==> config.mk <==
export PLATFORM = sky130hd
export DESIGN_NAME = store_buffer
export DESIGN_NICKNAME = d
export VERILOG_FILES = /design/src/rtl/store_buffer.sv
export SDC_FILE = /design/constraint.sdc
export NUM_CORES = 1
export LEC_CHECK = 0
export BUFFER_PORTS_ARGS = -buffer_cell sky130_fd_sc_hd__buf_2
export CAP_MARGIN = 20
export CORE_UTILIZATION = 50
export DETAILED_ROUTE_END_ITERATION = 10
export PLACE_DENSITY_LB_ADDON = 0.2
export SYNTH_ARGS = -nofsm -noshare
export SYNTH_HDL_FRONTEND = slang
export SYNTH_SLANG_ARGS = --single-unit
==> constraint.sdc <==
create_clock -name i_clk -period 24.5 [get_ports i_clk]
set_clock_uncertainty 0.05 [all_clocks]
set_input_delay 4.9 -clock i_clk [delete_from_list [all_inputs] [get_ports i_clk]]
set_output_delay 4.9 -clock i_clk [all_outputs]
set_load 0.01 [all_outputs]
==> src/rtl/store_buffer.sv <==
// Store buffer between MEM and the LSU. It queues retired stores and drains one
// per cycle whenever no load needs the single memory port.
module store_buffer #(
    parameter int DEPTH = 4
) (
    input  logic        i_clk,
    input  logic        i_rst,
    input  logic        i_st_valid,
    input  logic [31:0] i_st_addr,
    input  logic [31:0] i_st_data,
    input  logic [2:0]  i_st_ctrl,
    output logic        o_st_ready,
    input  logic        i_ld_valid,
    input  logic [31:0] i_ld_addr,
    input  logic [2:0]  i_ld_ctrl,
    output logic        o_ld_stall,
    output logic [31:0] o_lsu_addr,
    output logic [31:0] o_lsu_st_data,
    output logic        o_lsu_wren,
    output logic [2:0]  o_lsu_control,
    output logic        o_empty
);

    localparam int AW = (DEPTH > 1) ? $clog2(DEPTH) : 1;
    localparam int CW = AW + 1;
    localparam logic [CW-1:0] FULL_CNT = CW'(DEPTH);

    logic [31:0]   addr_q [DEPTH];
    logic [31:0]   data_q [DEPTH];
    logic [2:0]    ctrl_q [DEPTH];
    logic [AW-1:0] head_q, head_d;
    logic [AW-1:0] tail_q, tail_d;
    logic [CW-1:0] count_q, count_d;

    logic [DEPTH-1:0] entry_valid;
    logic             ld_conflict;
    logic             ld_issue;
    logic             push;
    logic             pop;

    // An entry is live when its distance from head is below the occupancy.
    always_comb begin
        entry_valid = '0;
        ld_conflict = 1'b0;
        for (int i = 0; i < DEPTH; i++) begin
            entry_valid[i] = ({1'b0, AW'(i) - head_q} < count_q);
            if (i_ld_valid && entry_valid[i] && (addr_q[i][31:2] == i_ld_addr[31:2]))
                ld_conflict = 1'b1;
        end
    end

    assign o_st_ready = (count_q < FULL_CNT);
    assign o_empty    = (count_q == '0);
    assign o_ld_stall = ld_conflict;

    assign ld_issue = i_ld_valid && !ld_conflict;
    assign push     = i_st_valid && o_st_ready;
    assign pop      = !ld_issue && (count_q != '0);

    // A non-conflicting load owns the port; otherwise the head store drains.
    always_comb begin
        o_lsu_addr    = 32'h0;
        o_lsu_st_data = 32'h0;
        o_lsu_wren    = 1'b0;
        o_lsu_control = 3'b000;
        if (ld_issue) begin
            o_lsu_addr    = i_ld_addr;
            o_lsu_control = i_ld_ctrl;
        end else if (pop) begin
            o_lsu_addr    = addr_q[head_q];
            o_lsu_st_data = data_q[head_q];
            o_lsu_control = ctrl_q[head_q];
            o_lsu_wren    = 1'b1;
        end
    end

    always_comb begin
        head_d  = pop  ? head_q + AW'(1) : head_q;
        tail_d  = push ? tail_q + AW'(1) : tail_q;
        count_d = count_q + CW'(push) - CW'(pop);
    end

    always_ff @(posedge i_clk or posedge i_rst) begin
        if (i_rst) begin
            head_q  <= '0;
            tail_q  <= '0;
            count_q <= '0;
            for (int i = 0; i < DEPTH; i++) begin
                addr_q[i] <= 32'h0;
                data_q[i] <= 32'h0;
                ctrl_q[i] <= 3'b000;
            end
        end else begin
            head_q  <= head_d;
            tail_q  <= tail_d;
            count_q <= count_d;
            if (push) begin
                addr_q[tail_q] <= i_st_addr;
                data_q[tail_q] <= i_st_data;
                ctrl_q[tail_q] <= i_st_ctrl;
            end
        end
    end

endmodule
# Yosys cells after proc, flatten, opt, wreduce, memory -nomap -nowiden
# Index checks and enable logic that the tools add are counted.
op_classes:
  bitwise_logic: 2
  addsub: 8
  n_eq_ne: 4
  reduce_logical: 16
  order_cmp: 8
  n_mux: 28
ops:
  columns: ["cell", "n"]
  rows:
  - ["two-way mux 32 bit", 9]
  - ["bitwise mux 128 bit", 2]
  - ["binary-select mux 32 bit (select 2 bit)", 2]
  - ["equality test 30 bit", 4]
  - ["demux 32 bit (select 2 bit)", 1]
  - ["two-way mux 3 bit", 5]
  - ["bitwise mux 12 bit", 1]
  - ["logical AND 1 bit", 12]
  - ["less-than comparator 2 x 3 -> 1 bit", 4]
  - ["binary-select mux 3 bit (select 2 bit)", 1]
  - ["demux 3 bit (select 2 bit)", 1]
  - ["greater-or-equal comparator 3 bit, second input constant", 2]
  - ["two-way mux 1 bit", 6]
  - ["inverter 2 -> 3 bit", 2]
  - ["adder 2 x 1 -> 2 bit, second input constant", 2]
  - ["subtractor 1 x 2 -> 2 bit, first input constant", 2]
  - ["subtractor 2 bit, first input constant", 2]
  - ["adder 3 x 1 -> 3 bit", 1]
  - ["zero test 3 bit", 1]
  - ["less-than comparator 3 x 1 -> 1 bit, second input constant", 1]
  - ["less-than comparator 3 bit, second input constant", 1]
  - ["nonzero test 3 bit", 1]
  - ["subtractor 3 x 1 -> 3 bit", 1]
  - ["zero test 1 bit", 2]
totals:
  regBits: 275
  input_bits: 106
  output_inout_bits: 71

# Longest topological paths before layout
# Gate-level depths: netlist (run 1).
depth:
  ltp_word: 14
  mapped_depth: 17

# Least setup slack after synthesis (run 1)
# Ideal clock, no wire load.
synth_path:
  kind: "input-to-output"
  startpoint: "input i_ld_addr[21]"
  endpoint: "output o_lsu_addr[0]"
  arrival_time_ps: 6668
  required_ps: 19550
  stages: 9
  slack_ps: 12882
  path_buffers: 2
  cell_sequence: "buf_4 -> xor2_1 -> nor4_1 -> nand4_1 -> nor4_1 -> or4_4 -> nor2_4 -> buf_6 -> o21ai_0"
synth_between:
  elab_chain_len: 12
  elab_cells_between_ends: 18
synth_rtl:
  columns: ["element", "line", "rtl"]
  rows:
  - ["start: declaration", "14", "input logic [31:0] i_ld_addr,"]
  - ["equality test 30 bit", "47", "if (i_ld_valid && entry_valid[i] && (addr_q[i][31:2] == i_ld_addr[31:2]))"]
  - ["logical AND 1 bit", "47", null]
  - ["two-way mux 1 bit (3 in series)", "47", null]
  - ["two-way mux 1 bit *", "47", null]
  - ["zero test 1 bit *", "56", "assign ld_issue = i_ld_valid && !ld_conflict;"]
  - ["logical AND 1 bit *", "56", null]
  - ["zero test 1 bit", "58", "assign pop = !ld_issue && (count_q != '0);"]
  - ["logical AND 1 bit", "58", null]
  - ["two-way mux 32 bit", "69", "end else if (pop) begin"]
  - ["two-way mux 32 bit *", "66", "if (ld_issue) begin"]
  - ["end: declaration", "17", "output logic [31:0] o_lsu_addr,"]
# Mark *: on every way between the ends. The rest lies on a longest branch, timed or not.

# Worst setup path in the final report (run 1)
layout_path:
  startpoint: "input i_ld_valid"
  endpoint: "output o_lsu_st_data[26]"
layout_between:
  elab_chain_len: 12
  elab_cells_between_ends: 18
layout_rtl:
  columns: ["element", "line", "rtl"]
  rows:
  - ["start: declaration", "13", "input logic i_ld_valid,"]
  - ["logical AND 1 bit (2 in series)", "47", null]
  - ["two-way mux 1 bit (4 in series)", "47", null]
  - ["zero test 1 bit", "56", null]
  - ["logical AND 1 bit *", "56", null]
  - ["zero test 1 bit", "58", null]
  - ["logical AND 1 bit", "58", null]
  - ["two-way mux 32 bit", "69", null]
  - ["two-way mux 32 bit *", "66", null]
  - ["end: declaration", "18", "output logic [31:0] o_lsu_st_data,"]
# Marked as above.

==> metrics.yaml, run 1 <==
detail_route.vias_per_cell: 5.79
area_growth_pct: 13.8
drive_above_1_share_pct: 47.1
wl_um: 37200
gp_congestion: 0.971
yosys-mux-area-fraction_pct: 30.9
netlist_top_cells_area: "dfrtp_1 47%, mux2_2 21%, mux4_2 10%"
yosysMostFrequentCell: "dfrtp_1"
fp.dieW_um: 173
synth-compound-area-share_pct: 1.96
yosysWarnings: 0
synth-seq-cells: 275
synthXorXnorAreaFrac_pct: 7.68
cts_tree: "yes"
cts_max_level: 1
grt_max_degree: 151
dieArea_um2: 30000
first_global_vias: 9749
fin_crit_sh_pct: 52.7
dr_wl_met2_um: 17900
clock_sinks: 275
grt_pass1_wl_um: 58700
relSlewSlack_pct: 25.4
required_ps: 19550
arrival_ps: 7960
yosys.area_share.simple_pct: 7.59
leakage_nw: 7.39
dieHeight_um: 173
synthCells: 1102
io_pins: 177
finalHoldViolations: 0
synth_edf_count: 0
vias: 9485
crit_fanout: 42
wl_met3_um: 2100
p_comb_share_pct: 42.2
syn_area_um2: 14700
rows: 62
ir_drop_mv: 0.0751
synth_top_family_by_area: "multiplexers"
cp-startpoint: "i_ld_valid"
buffer_ports.inserted: 176
r2r_setup_slack_ps: 19510
hp-class: "reg -> reg"
root_buffer: "clkbuf_16"
power_switching_mw: 0.812
outcome: "finished clean"
power_frac_seq_pct: 37.6
grt_usage_pct: 25.4
firstDrtPassIters: 4
fin_nets: 1344
r2r_start: "head_q[1]$_DFFE_PP0P_"
top_layer: "met5"
cts_made_buffers: 30
pwr-share-clk_pct: 20.2
drc: 0
synthAdderAreaFrac_pct: 0.990
fmax_mhz: 77.4
wl_per_cell_um: 22.7
synth_cell_types: 41
nFillCells: 2402
post_cts_buffers: 0
rr_endpoint: "count_q[2]$_DFF_PP0_"
slew_viol_final: 0
synth_top_area_share_pct: 46.9
synth_seq_area_share_pct: 46.9
p_int_mw: 1.51
setup_viol_count_final: 0
antenna_found_initial: 10
synthTopCellsByCount: "275 x dfrtp_1, 268 x mux2_2, 101 x xor2_1, 67 x mux4_2, 49 x nand2_1"
initial_utilization_pct: 51.0
async_flop_share_pct: 100
end_kind: "primary output"
yosys.area.top_type: "dfrtp_1"
grt_overflow: 0
ctsLongestPathBuffers: 3
critPathLaunchType: "input port"
core_area_um2: 28800
avgSynthCellArea_um2: 13.3
stdcell_count: 1637
first_iter_violations: 596
postCtsResizedCells: 0
crit_path_end: "o_lsu_st_data[26]"
clk_pin_slew_ps: 60
tightest_slew_ps: 1120
min_period_ps: 12910
maxCapViolCount: 0
ctsHoldBuffers: 0
ff2ff_path_depth: 16
worstSetupPathType: "in -> out"
hpwlAfterDp_um: 24600
postRouteAntennaNets: 0
rsz0062_at_grt: "false"
finalSetupTns_ps: 0
wl_met1_um: 16000
synth_nets: 1219
placed_cells: 1578
switching_share_pct: 35.0
synth-main-ff-cell: "dfrtp_1"
clkLatencyLatePin_ps: 570
power_density_nw_per_um2: 139
==> cell usage in the layout (no fill, tap or decap), types with 5 or more instances in the layout <==
cell,instances
ha_1,10
clkbuf_16,30
nor2b_2,8
nand3_1,38
nor3_1,8
buf_2,176
dfrtp_1,273
mux2_2,268
o21ai_0,37
nor2b_1,22
xor2_1,101
nor4_1,43
clkbuf_1,12
xnor2_1,22
a21oi_1,5
buf_4,8
nand4_1,11
nand2_1,45
mux4_2,67
inv_1,12
==> cells by family after synthesis <==
group / count (synthesis)
adders and majority gates: 11
xor gates and xnor gates: 126
and+or+nand+nor: 198
buffers and inverters: 106
muxes: 335
DFF: 275
AOI/OAI and AO/OA: 51
==> flip-flops by register name, summed over array words and instances (netlist names) <==
register / flops
addr_q: 128
data_q: 128
ctrl_q: 12
count_q: 3
head_q: 2
tail_q: 2
==> layer usage <==
layer	up-vias	global-route usage, %
met2	268	40.9
met1	4883	34.9
met4	14	7.34
li1	4244	-
met5	-	0
met3	76	5.11
==> per-stage QoR <==
stage	setup slack, ps	hold WS [ps]	util, %	power (mW)	cell area [um2]
4_1_cts	11630	451	57.8	2.33	16600
6_report	11590	450	58.0	2.32	16700
2_1_floorplan	11970	424	-	1.56	14700
3_5_place_dp	11620	438	54.3	1.85	15600
3_3_place_gp	11760	431	54.3	1.83	15600
5_1_grt	11400	458	58.0	2.45	16700
==> final cells by class <==
| class | instances | area [um2] | share of cell area (%) |
|---|---|---|---|
| sequential | 275 | 6890 | 41.3 |
| multi-input combinational | 721 | 7240 | 43.4 |
| timing repair buffer | 186 | 988 | 5.92 |
| tap | 384 | 480 | 2.88 |
| clock inverter | 9 | 173 | 1.03 |
| clock buffer | 46 | 851 | 5.10 |
| inverter | 13 | 56.3 | 0.337 |
| antenna | 3 | 7.51 | 0.0450 |
==> worst min-delay path by stage <==
stage	cells past startpoint	from	slack, ps	endpoint
after floorplan	1	addr_q[32]$_DFFE_PP0P_	420	addr_q[32]$_DFFE_PP0P_
after global placement	1	data_q[3]$_DFFE_PP0P_	430	data_q[3]$_DFFE_PP0P_
after detailed placement	1	data_q[53]$_DFFE_PP0P_	440	data_q[53]$_DFFE_PP0P_
after CTS	1	data_q[53]$_DFFE_PP0P_	450	data_q[53]$_DFFE_PP0P_
after global routing	1	data_q[0]$_DFFE_PP0P_	460	data_q[0]$_DFFE_PP0P_
final	1	data_q[53]$_DFFE_PP0P_	450	data_q[53]$_DFFE_PP0P_
==> power groups by stage <==
stage | sequential [mW] | clock (mW) | combinational (mW)
after global routing | 0.903 | 0.495 | 1.05
final | 0.871 | 0.468 | 0.979
after CTS | 0.870 | 0.478 | 0.986
after global placement | 0.864 | 0 | 0.968
after detailed placement | 0.875 | 0 | 0.979
after floorplan | 0.798 | 0 | 0.763
==> worst max-delay path, cell delays in order <==
cell and delay, ps:
buf_2 660, inv_1 340, nor4_1 350, nand2_1 90
nor4_1 570, or4_4 290, o21ai_4 50, buf_4 290
and2b_1 270, buf_2 120
No activity file was read; power rests on OpenSTA's default activity.
==> run 2: changes to the inputs <==
clock period = 11.17 ns   (was 24.5 ns; I/O delays follow)
==> metrics.yaml, run 2 (synthesized netlist as in run 1, its figures left out) <==
ir_drop_mv: 0.153  # was 0.0751 mV
critical_path.max_stage_delay_ps: 660  # about the same
grt_usage_pct: 25.4  # about the same
multiInputGateArea_um2: 7240  # unchanged
fp.dieW_um: 173  # unchanged
clock_sinks: 275  # unchanged
io_pins: 177  # unchanged
outcome: "finished clean"  # unchanged
path_buf_inv: 4  # unchanged
postRouteAntennaNets: 0  # unchanged
wl_um: 37100  # was 37200 um
critical_path.top_delay_family: "simple AND/OR/NAND/NOR gates"  # unchanged
utilization_pct: 57.9  # was 58.0%
dieHeight_um: 173  # unchanged
power_density_nw_per_um2: 303  # was 139 nW/um2
place_area_um2: 15600  # unchanged
setup_viol_count_final: 0  # unchanged
crit_path_cell_trace: "buf_2, inv_1, nor4_1, nand2_1, nor4_1, or4_4, o21ai_4, buf_4, and2b_1, buf_2"  # unchanged
leakage_nw: 7.39  # about the same
first_iter_violations: 589  # was 596
required_ps: 8890  # was 19550 ps
vias: 9509  # was 9485
grt_max_degree: 151  # unchanged
drive_above_1_share_pct: 47.5  # was 47.1%
rsz0062_at_grt: "false"  # unchanged
root_buffer: "clkbuf_16"  # unchanged
regArea_um2: 6890  # unchanged
nFillCells: 2416  # was 2402
cts_made_buffers: 30  # unchanged
fin_nets: 1345  # was 1344
finalInstanceArea_um2: 16700  # about the same
finalHoldViolations: 0  # unchanged
clk_pin_slew_ps: 60  # about the same
ctsLongestPathBuffers: 3  # unchanged
reg_top3: "addr_q x128, data_q x128, ctrl_q x12"  # unchanged
rows: 62  # unchanged
place_ws_ps: 3650  # was 11620 ps
hpwlAfterDp_um: 24600  # about the same
gp_congestion: 0.971  # about the same
ctsHoldBuffers: 0  # unchanged
dieArea_um2: 30000  # unchanged
drc: 0  # unchanged
fmax_mhz: 132
firstDrtPassIters: 5  # was 4
fin_crit_sh_pct: 67.6
core_area_um2: 28800  # unchanged
wl_per_cell_um: 22.7  # about the same
critPathLaunchType: "input port"  # unchanged
layout_common_cells: "273 x dfrtp_1, 268 x mux2_2, 176 x buf_2, 101 x xor2_1, 67 x mux4_2"  # unchanged
tightest_slew_ps: 999  # was 1120 ps
first_global_vias: 9883  # was 9749
maxCapViolCount: 0  # unchanged
slew_viol_final: 0  # unchanged
end_kind: "primary output"  # unchanged
crit_fanout: 42  # unchanged
detail_route.vias_per_cell: 5.81  # was 5.79
cts_tree: "yes"  # unchanged
setup_ws_ps: 3620  # was 11590 ps
grt_overflow: 0  # unchanged
clkLatencyLatePin_ps: 560  # was 570 ps
relSlewSlack_pct: 33.4  # was 25.4%
arrival_ps: 5270  # was 7960 ps
cts_max_level: 1  # unchanged
initial_utilization_pct: 51.0  # unchanged
fin_hold_ws_ps: 448  # was 450 ps
buffer_ports.inserted: 176  # unchanged
grt_pass1_wl_um: 58800  # was 58700 um
post_cts_buffers: 0  # unchanged
min_period_ps: 7550
antenna_found_initial: 9  # was 10
finalSetupTns_ps: 0  # unchanged
area_growth_pct: 13.5  # was 13.8%
final_common_cell: "dfrtp_1"  # unchanged
hp-class: "reg -> reg"  # unchanged
worstSetupPathType: "in -> out"  # unchanged
cp_slowest_cell: "buf_2"  # unchanged
postCtsResizedCells: 0  # unchanged
## run 2: worst paths after layout
kind                                        from  slack, ps  cells past startpoint                endpoint
max in group asynchronous                  i_rst       7940                      3   head_q[1]$_DFFE_PP0P_
hold reg to reg            ctrl_q[4]$_DFFE_PP0P_        450                      1   ctrl_q[4]$_DFFE_PP0P_
setup reg to reg           head_q[1]$_DFFE_PP0P_       6110                     16    count_q[2]$_DFF_PP0_
setup / recovery                      i_ld_valid       3620                     10       o_lsu_st_data[26]
hold / removal             ctrl_q[4]$_DFFE_PP0P_        450                      1   ctrl_q[4]$_DFFE_PP0P_
min in group asynchronous                  i_rst       1780                      2  data_q[34]$_DFFE_PP0P_
## run 2: power by group
group,total (mW),switching (mW),internal [mW]
sequential,1.91,0.400,1.51
combinational,2.14,0.966,1.18
clock,0.990,0.406,0.585
total,5.04,1.77,3.27
## run 2: per-stage QoR
| stage | std cells | total power [mW] |
|---|---|---|
| 3_5_place_dp | 1578 | 4.07 |
| 2_1_floorplan | 1102 | 3.42 |
| 4_1_cts | 1632 | 5.08 |
| 5_1_grt | 1635 | 5.35 |
| 3_3_place_gp | 1578 | 4.02 |
| 6_report | 1636 | 5.04 |
## run 2: layout make-up
cell class                 instances  area share, %
clock inverter                    10          0.684
sequential                       275           41.4
clock buffer                      44           5.24
antenna                            2         0.0301
inverter                          13          0.338
tap                              384           2.89
timing repair buffer             187           5.98
multi-input combinational        721           43.5
## run 2: metal layers
layer	routed length [um]	vias to the layer above	share of wire, %	GRT usage, %
met5	93	-	0.25	0
met4	1080	14	2.9	7.12
met3	2440	78	6.6	5.86
met2	17800	280	48	41.1
met1	15700	4890	42	34.3
li1	-	4247	-	-
